[src/rtl/cpu_defs_pkg.sv]
// Shared CPU encoding constants and write-back payload types.
package cpu_defs;

   localparam int unsigned XLEN = 32;
   localparam int unsigned RAW  = 5;

   localparam logic [5:0] OP_RTYPE  = 6'h00;
   localparam logic [5:0] OP_REGIMM = 6'h01;
   localparam logic [5:0] OP_J      = 6'h02;
   localparam logic [5:0] OP_JAL    = 6'h03;
   localparam logic [5:0] OP_BEQ    = 6'h04;
   localparam logic [5:0] OP_BNE    = 6'h05;
   localparam logic [5:0] OP_ADDIU  = 6'h09;
   localparam logic [5:0] OP_SLTI   = 6'h0A;
   localparam logic [5:0] OP_SLTIU  = 6'h0B;
   localparam logic [5:0] OP_ANDI   = 6'h0C;
   localparam logic [5:0] OP_ORI    = 6'h0D;
   localparam logic [5:0] OP_XORI   = 6'h0E;
   localparam logic [5:0] OP_LUI    = 6'h0F;
   localparam logic [5:0] OP_LB     = 6'h20;
   localparam logic [5:0] OP_LH     = 6'h21;
   localparam logic [5:0] OP_LW     = 6'h23;
   localparam logic [5:0] OP_LBU    = 6'h24;
   localparam logic [5:0] OP_LHU    = 6'h25;
   localparam logic [5:0] OP_SB     = 6'h28;
   localparam logic [5:0] OP_SH     = 6'h29;
   localparam logic [5:0] OP_SW     = 6'h2B;

   localparam logic [5:0] FN_SLL    = 6'h00;
   localparam logic [5:0] FN_SRL    = 6'h02;
   localparam logic [5:0] FN_SRA    = 6'h03;
   localparam logic [5:0] FN_SLLV   = 6'h04;
   localparam logic [5:0] FN_JR     = 6'h08;
   localparam logic [5:0] FN_JALR   = 6'h09;
   localparam logic [5:0] FN_MOVZ   = 6'h0A;
   localparam logic [5:0] FN_ADDU   = 6'h21;
   localparam logic [5:0] FN_SUBU   = 6'h23;
   localparam logic [5:0] FN_AND    = 6'h24;
   localparam logic [5:0] FN_OR     = 6'h25;
   localparam logic [5:0] FN_SLT    = 6'h2A;

   localparam logic [4:0] RT_BGEZAL = 5'h11;
   localparam logic [4:0] REG_RA    = 5'd31;
   localparam logic [31:0] PC_RESET = 32'h0000_3000;

   typedef enum logic [1:0] {
      WD_ALU  = 2'd0,
      WD_MEM  = 2'd1,
      WD_LINK = 2'd2
   } wd_src_e;

   typedef struct packed {
      logic            we;
      logic [RAW-1:0]  wa;
      logic [XLEN-1:0] wd;
   } wb_wr_t;

endpackage

[src/rtl/wb_decode.sv]
// Combinational W-stage decode: destination register, write data and effective enable.
module wb_decode
   import cpu_defs::*;
#(
   parameter logic [31:0] LINK_OFS = 32'd4
) (
   input  logic [31:0] IR_W,
   input  logic [31:0] PC4_W,
   input  logic [31:0] AO_W,
   input  logic [31:0] DR_W,
   input  logic        movz_W,
   input  logic        bge_W,
   output logic        WE,
   output logic [4:0]  WA,
   output logic [31:0] WD
);

   logic [5:0]  op;
   logic [5:0]  funct;
   logic [4:0]  rt;
   logic [4:0]  rd;
   logic [31:0] link;
   logic        wr_c;
   logic [4:0]  dst_c;
   wd_src_e     src_c;
   logic        unused_ir;

   assign op        = IR_W[31:26];
   assign rt        = IR_W[20:16];
   assign rd        = IR_W[15:11];
   assign funct     = IR_W[5:0];
   assign link      = PC4_W + LINK_OFS;
   assign unused_ir = ^{IR_W[25:21], IR_W[10:6]};

   // Instruction class -> (write?, destination, data source)
   always_comb begin
      wr_c  = 1'b0;
      dst_c = 5'd0;
      src_c = WD_ALU;
      unique case (op)
         OP_RTYPE: begin
            unique case (funct)
               FN_ADDU, FN_SUBU, FN_AND, FN_OR, FN_SLT,
               FN_SLL, FN_SRL, FN_SRA, FN_SLLV: begin
                  wr_c  = 1'b1;
                  dst_c = rd;
               end
               FN_JALR: begin
                  wr_c  = 1'b1;
                  dst_c = rd;
                  src_c = WD_LINK;
               end
               FN_MOVZ: begin
                  wr_c  = movz_W;
                  dst_c = rd;
               end
               default: ;
            endcase
         end
         OP_ADDIU, OP_ANDI, OP_ORI, OP_XORI, OP_LUI, OP_SLTI, OP_SLTIU: begin
            wr_c  = 1'b1;
            dst_c = rt;
         end
         OP_LW, OP_LH, OP_LHU, OP_LB, OP_LBU: begin
            wr_c  = 1'b1;
            dst_c = rt;
            src_c = WD_MEM;
         end
         OP_JAL: begin
            wr_c  = 1'b1;
            dst_c = REG_RA;
            src_c = WD_LINK;
         end
         OP_REGIMM: begin
            if (rt == RT_BGEZAL) begin
               wr_c  = bge_W;
               dst_c = REG_RA;
               src_c = WD_LINK;
            end
         end
         default: ;
      endcase
   end

   always_comb begin
      WD = AO_W;
      unique case (src_c)
         WD_MEM:  WD = DR_W;
         WD_LINK: WD = link;
         default: WD = AO_W;
      endcase
   end

   // $0 writes are squashed here so the hazard unit never sees them
   assign WE = wr_c && (dst_c != 5'd0);
   assign WA = WE ? dst_c : 5'd0;

endmodule

[src/rtl/grf_wb.sv]
// Write-back stage plus general register file with W->D bypass.
// Optional GRF_TRACE_EN: prints each committed write in simulation.
module grf_wb
   import cpu_defs::*;
#(
   parameter int unsigned NREG     = 32,
   parameter logic [31:0] LINK_OFS = 32'd4
) (
   input  logic        Clk,
   input  logic        Reset,
   input  logic [31:0] IR_W,
   input  logic [31:0] PC4_W,
   input  logic [31:0] AO_W,
   input  logic [31:0] DR_W,
   input  logic        movz_W,
   input  logic        bge_W,
   input  logic [4:0]  A1,
   input  logic [4:0]  A2,
   output logic [31:0] RD1,
   output logic [31:0] RD2,
   output logic        WE_W,
   output logic [4:0]  WA_W,
   output logic [31:0] WD_W
);

   logic [31:0] regs_q [NREG];
   logic [31:0] regs_d [NREG];
   wb_wr_t      wr;

   wb_decode #(
      .LINK_OFS (LINK_OFS)
   ) u_decode (
      .IR_W   (IR_W),
      .PC4_W  (PC4_W),
      .AO_W   (AO_W),
      .DR_W   (DR_W),
      .movz_W (movz_W),
      .bge_W  (bge_W),
      .WE     (wr.we),
      .WA     (wr.wa),
      .WD     (wr.wd)
   );

   assign WE_W = wr.we;
   assign WA_W = wr.wa;
   assign WD_W = wr.wd;

   // Reset wins over a pending write; WE_W already excludes $0
   always_comb begin
      regs_d = regs_q;
      if (Reset) begin
         for (int i = 0; i < NREG; i++) regs_d[i] = '0;
      end else if (wr.we) begin
         regs_d[wr.wa] = wr.wd;
      end
   end

   always_ff @(posedge Clk) begin
      regs_q <= regs_d;
   end

   assign RD1 = (A1 == 5'd0)              ? 32'd0 :
                (wr.we && (A1 == wr.wa))  ? wr.wd : regs_q[A1];
   assign RD2 = (A2 == 5'd0)              ? 32'd0 :
                (wr.we && (A2 == wr.wa))  ? wr.wd : regs_q[A2];

`ifdef GRF_TRACE_EN
   always_ff @(posedge Clk) begin
      if (!Reset && wr.we) begin
         $display("@%h: $%d <= %h", PC4_W - 32'd4, wr.wa, wr.wd);
      end
   end
`endif

endmodule
[config.mk]
export PLATFORM = sky130hd
export DESIGN_NAME = grf_wb
export DESIGN_NICKNAME = d
export VERILOG_FILES = /design/src/rtl/cpu_defs_pkg.sv /design/src/rtl/wb_decode.sv /design/src/rtl/grf_wb.sv
export SDC_FILE = /design/constraint.sdc
export NUM_CORES = 2
export LEC_CHECK = 0
export ABC_AREA = 0
export CAP_MARGIN = 40
export CORE_ASPECT_RATIO = 1.1
export CORE_UTILIZATION = 34
export CTS_BUF_LIST = sky130_fd_sc_hd__clkbuf_16
export CTS_CLUSTER_DIAMETER = 80
export DETAILED_ROUTE_END_ITERATION = 10
export GPL_TIMING_DRIVEN = 0
export PLACE_DENSITY = 0.62
export SKIP_CTS_REPAIR_TIMING = 1
export SYNTH_ARGS = -nofsm -noshare
export SYNTH_HDL_FRONTEND = slang
export SYNTH_SLANG_ARGS = --single-unit
[constraint.sdc]
create_clock -name Clk -period 5.95 [get_ports Clk]
set_input_delay 0.595 -clock Clk [delete_from_list [all_inputs] [get_ports Clk]]
set_output_delay 0.595 -clock Clk [all_outputs]
set_load 0.005 [all_outputs]
== Yosys cells after proc, flatten, opt, wreduce, memory -nomap -nowiden ==
Index checks and enable logic that the tools add are counted.

* Multiplexer cells: 24
* Add/subtract/negate cells: 1
* Order comparisons: 4
* Equality and inequality tests: 29
* Bitwise logic cells: 3
* Reductions and logical operators: 14

{| class="wikitable"
|+ Operators by type and width
! cell !! number
|-
| 1024-bit bitwise mux || 1
|-
| 32-bit binary-select mux with 5-bit select || 2
|-
| 32-bit two-way mux || 9
|-
| 32-bit demux with 5-bit select || 1
|-
| 32-bit case mux with 2 select lines || 1
|-
| 6-bit == test (second input constant) || 10
|-
| 6-bit by 4-bit == test with 1-bit output (second input constant) || 9
|-
| 32-bit by 3-bit adder with 32-bit output (second input constant) || 1
|-
| 5-bit case mux with 4 select lines || 1
|-
| 6-bit by 2-bit == test with 1-bit output (second input constant) || 3
|-
| 6-bit >= comparator (second input constant) || 3
|-
| 5-bit inverter with 6-bit output || 3
|-
| 5-bit two-way mux || 3
|-
| 13-bit OR reduction || 1
|-
| 6-bit logical NOT || 2
|-
| 12-bit OR reduction || 1
|-
| 11-bit OR reduction || 1
|-
| 5-bit == test || 2
|-
| 5-bit logical NOT || 2
|-
| 10-bit OR reduction || 1
|-
| 2-bit case mux with 4 select lines || 1
|-
| 6-bit by 1-bit == test with 1-bit output (second input constant) || 1
|-
| 6-bit by 3-bit == test with 1-bit output (second input constant) || 1
|-
| 6-bit by 1-bit less-than comparator with 1-bit output (second input constant) || 1
|-
| 10 further kinds || 14
|}

* Bits of input ports: 142
* Output and inout bits: 102
* Bits in registers: 1024
* Logic and storage cells: 107

== Longest topological paths before layout ==
* Depth in word-level cells: 13
* Mapped depth: 14
* Mapped depth without buffers: 11

== By module ==
A second synthesis with hierarchy kept.

* Cells, all modules: 6295
* Area, all modules: 53796.6 µm²

{| class="wikitable"
|+ By module, submodules not included
! module !! times used !! cells an instance !! area each (µm²) !! seq. area each (µm²)
|-
| grf_wb || 1 || 6051 || 52282.6 || 20499.7
|-
| wb_decode || 1 || 244 || 1514.0 || 0.0
|}

== Worst setup path before layout ==
Ideal clock, no wire load.

* Path kind: input -> output
* Start point: in A2[0]
* End point: out RD2[11]
* Stages: 8
* Data arrival time: 3.093 ns
* Required time: 5.355 ns
* Path buffers: 3
* Path slack: 2.262 ns
* Path through: clkbuf_1 > buf_2 > buf_1 > mux4_2 > mux4_2 > mux2_2 > a31oi_1 > nor3_1

* Longest elaborated chain between the ends: 6
* Elaborated cells between the ends (all ways): 9
* Those cells by class: 1 x eq/ne; 5 x mux; 1 x bitwise; 2 x reduce/logical

{| class="wikitable"
|+ RTL lines
! element !! line !! RTL
|-
| start, declared || grf_wb.sv:18 || <nowiki>input logic [4:0] A2,</nowiki>
|-
| 5-bit inverter with 6-bit output (not written as such) || grf_wb.sv:65 || <nowiki>(wr.we && (A2 == wr.wa)) ? wr.wd : regs_q[A2];</nowiki>
|-
| 32-bit binary-select mux with 5-bit select || grf_wb.sv:65 ||
|-
| 32-bit two-way mux (not written as such) (2 in series) || grf_wb.sv:65 ||
|-
| 32-bit two-way mux || grf_wb.sv:65 ||
|-
| 32-bit two-way mux * || grf_wb.sv:64 || <nowiki>assign RD2 = (A2 == 5'd0) ? 32'd0 :</nowiki>
|-
| end, declared || grf_wb.sv:20 || <nowiki>output logic [31:0] RD2,</nowiki>
|}

Every way passes the cells marked *; elsewhere a longest branch is shown, timed or not. The select of a mux whose other input is x is not followed.

== Worst setup path in the final report ==
* Start point: in A1[1]
* End point: out RD1[30]

* Longest elaborated chain between the ends: 6
* Elaborated cells between the ends (all ways): 9
* Those cells by class: 1 x eq/ne; 5 x mux; 1 x bitwise; 2 x reduce/logical

{| class="wikitable"
|+ RTL lines
! element !! line !! RTL
|-
| start, declared || grf_wb.sv:17 || <nowiki>input logic [4:0] A1,</nowiki>
|-
| 5-bit inverter with 6-bit output (not written as such) || grf_wb.sv:63 || <nowiki>(wr.we && (A1 == wr.wa)) ? wr.wd : regs_q[A1];</nowiki>
|-
| 32-bit binary-select mux with 5-bit select || grf_wb.sv:63 ||
|-
| 32-bit two-way mux (not written as such) (2 in series) || grf_wb.sv:63 ||
|-
| 32-bit two-way mux || grf_wb.sv:63 ||
|-
| 32-bit two-way mux * || grf_wb.sv:62 || <nowiki>assign RD1 = (A1 == 5'd0) ? 32'd0 :</nowiki>
|-
| end, declared || grf_wb.sv:19 || <nowiki>output logic [31:0] RD1,</nowiki>
|}

Marks and branches as above.

==> results.tsv <==
metric	value	unit
synth_edf_count	0	
finalCriticalPeriod	5.923	ns
clockBufferDepth	3	
yosys_register_bits	1024	
ys_seq_area_frac	0.3738	
setup-tns-final	0	ns
clock_latency	0.73	ns
synth_area	54840	sq um
coreArea	160100	sq um
worstReg2RegStart	regs_q[382]	
fin_util	0.4060	
hpwl	198100	microns
syn_avg_cell_area	10.42	sq um
gp_congestion	1.091	
crit_required	5.36	ns
hold_class	register to register	
die_area	162900	sq um
synth_ff_type	dfxtp_1	
worstPathMaxFanout	10	
rows	154	
ir_worst_vdd	0.2878	mV
yosys_warnings	0	
drc	0	
cts_buffers	102	
worst_path_largest_cell_delay	0.82	ns
leakage	21.89	nW
htreeDepth	3	
start_util	0.3425	
top_register	regs_q	
largest_reg_flops	1024	
startpoint_type	input port	
nNetsFinal	5869	
die_h	423.2	microns
r2r_cells	2	
maxCapViolCount	0	
antenna_left	0	
crit_arrival	5.33	ns
reg2reg_slack	5.15	ns
cp_slowest_cell	clkbuf_1	
ys_types	82	
clk_pin_slew_worst_paths	0.07	ns
setup_violations	0	
antenna_found_initial	10	
relSlewSlack	0.2333	
routed_wl	246800	microns
report.final.slew_viol_count	0	
setup_slack	0.02720	ns
cts.sink_count	1024	
num_io_pins	244	
clock-root-buffer	clkbuf_16	
first_iter_violations	7457	
period_share	0.9954	
final_common_cell	dfxtp_1	
placed_cell_area	61320	sq um
drive_gt1_frac	0.2332	
crit_path_end_kind	primary output	
grt_pass1_vias	47100	
syn-num-nets	5409	
grt-ovfl-total	0	
die_w	384.9	microns
routedWlPerCell	31.16	microns
cp-endpoint	RD1[30]	
startpoint	A1[1]	
hold_viol_final	0	
layout_common_cells	1,024 x dfxtp_1, 771 x nand2_1, 652 x nor2_1, 618 x mux4_2, 375 x a21oi_1	
synthCells	5264	
fmax	168.8	MHz
cts_tree	done	
power_density	239.8	nW/um^2
syn2layout_area_growth	18.55	%
rr_endpoint	regs_q[382]	
worstMarginPinSlew	1.150	ns
dp_slack	-0.6911	ns
critical_path_class	input port to primary output	
dr.pass1.iters	6	
io_buffer_count	226	
crit_chain	clkbuf_1 > clkbuf_1 > buf_1 > buf_1 > mux4_2 > mux2i_1 > a221oi_1 > o21ai_1 > a21oi_2 > clkdlybuf4s50_1	
grt_pass1_wl	343200	microns
grt_max_degree	15	
final_area	65010	sq um
grtUsageTotal	0.2953	
top_regs	regs_q x1024	
rsz0062_at_grt	false	
outcome	complete, no violations	
ys_async_sr_fraction	0	
via_count	48430	
fin_worst_skew	0	ns
p_total	0.01559	W
viasPerCell	6.116	
[worst max-delay path: cells and delay by family]
kind / cells / cell delay (ns)
buffers and inverters: 5 / 3.38
muxes: 2 / 0.53
AOI/OAI and AO/OA: 3 / 0.79
[synthesized netlist by cell type, drive strengths merged, types with 2 or more instances]
master | count | area, sq um
dfxtp | 1024 | 20500
nand2 | 772 | 2898
nor2 | 653 | 2454
mux4 | 618 | 13920
a211oi | 413 | 3491
a21oi | 378 | 1896
clkbuf | 325 | 1220
mux2i | 321 | 3213
buf | 271 | 1595
nor3 | 62 | 523.0
a31oi | 37 | 231.5
inv | 37 | 138.9
nor2b | 37 | 231.5
mux2 | 35 | 394.1
o21ai | 34 | 188.9
nand3 | 30 | 150.1
a22oi | 27 | 202.7
or3 | 20 | 125.1
xnor2 | 19 | 166.4
nor4 | 17 | 152.7
a221oi | 14 | 122.6
and3 | 14 | 88.84
xor2 | 14 | 122.6
o21a | 13 | 97.59
a32o | 11 | 110.1
nand4 | 8 | 50.05
or2 | 6 | 37.54
nand2b | 4 | 25.02
nor4b | 4 | 50.05
o211ai | 4 | 53.80
a22o | 3 | 26.28
and2 | 3 | 20.02
ha | 3 | 37.54
o311ai | 3 | 26.28
o31a | 3 | 36.29
a21boi | 2 | 15.01
a221o | 2 | 20.02
nor3b | 2 | 20.02
o211a | 2 | 20.02
o311a | 2 | 20.02
o31ai | 2 | 15.01
[cell type report]
class                   count  area, sq um
fillers                 15400        95110
multi-input cells        3607        31550
flip-flops and latches   1024        20500
repair buffers            357         3807
plain buffers             595         2885
well taps                2106         2635
clock buffers             104         2603
clock inverters            86        892.1
inverters                  37        138.9
diodes                      2        5.005
[where the power goes]
group          total (W)  switching, W  internal [W]
logic            0.00172       0.00119      0.000531
clock network    0.00700       0.00304       0.00396
registers        0.00687    0.00000707       0.00686
[worst min path at each step]
stage                startpoint           to  slack, ns  depth (start not counted)
floorplan           regs_q[160]  regs_q[160]       0.44                          2
global placement    regs_q[546]  regs_q[546]       0.45                          2
detailed placement  regs_q[770]  regs_q[770]       0.46                          2
CTS                 regs_q[163]  regs_q[163]       0.47                          2
global route        regs_q[173]  regs_q[173]       0.49                          2
finish              regs_q[162]  regs_q[162]       0.47                          2
[layer usage]
| layer | vias to the layer above | part of all wire | wire length, microns | track usage |
|---|---|---|---|---|
| met3 | 688 | 0.14 | 33320 | 0.1003 |
| met4 | 18 | 0.064 | 15820 | 0.1677 |
| li1 | 20290 | - | - | - |
| met2 | 3277 | 0.43 | 106700 | 0.4423 |
| met1 | 24150 | 0.37 | 90760 | 0.3691 |
| met5 | - | 0.00067 | 165 | 0 |
[stage by stage]
stage | std cells | hold WS (ns)
2_1_floorplan | 5264 | 0.4429
3_3_place_gp | 7596 | 0.4490
3_5_place_dp | 7726 | 0.4590
4_1_cts | 7916 | 0.4674
5_1_grt | 7916 | 0.4859
6_report | 7918 | 0.4660
[cells by family after synthesis]
family,count (synthesis),synth area share
buf+inv,633,0.05387
xor+xnor,33,0.005270
compound gates,957,0.1210
mux,974,0.3196
simple gates,1640,0.1258
flops,1024,0.3738
fa+ha+maj,3,0.0006845
(Power assumes the default switching activity.)
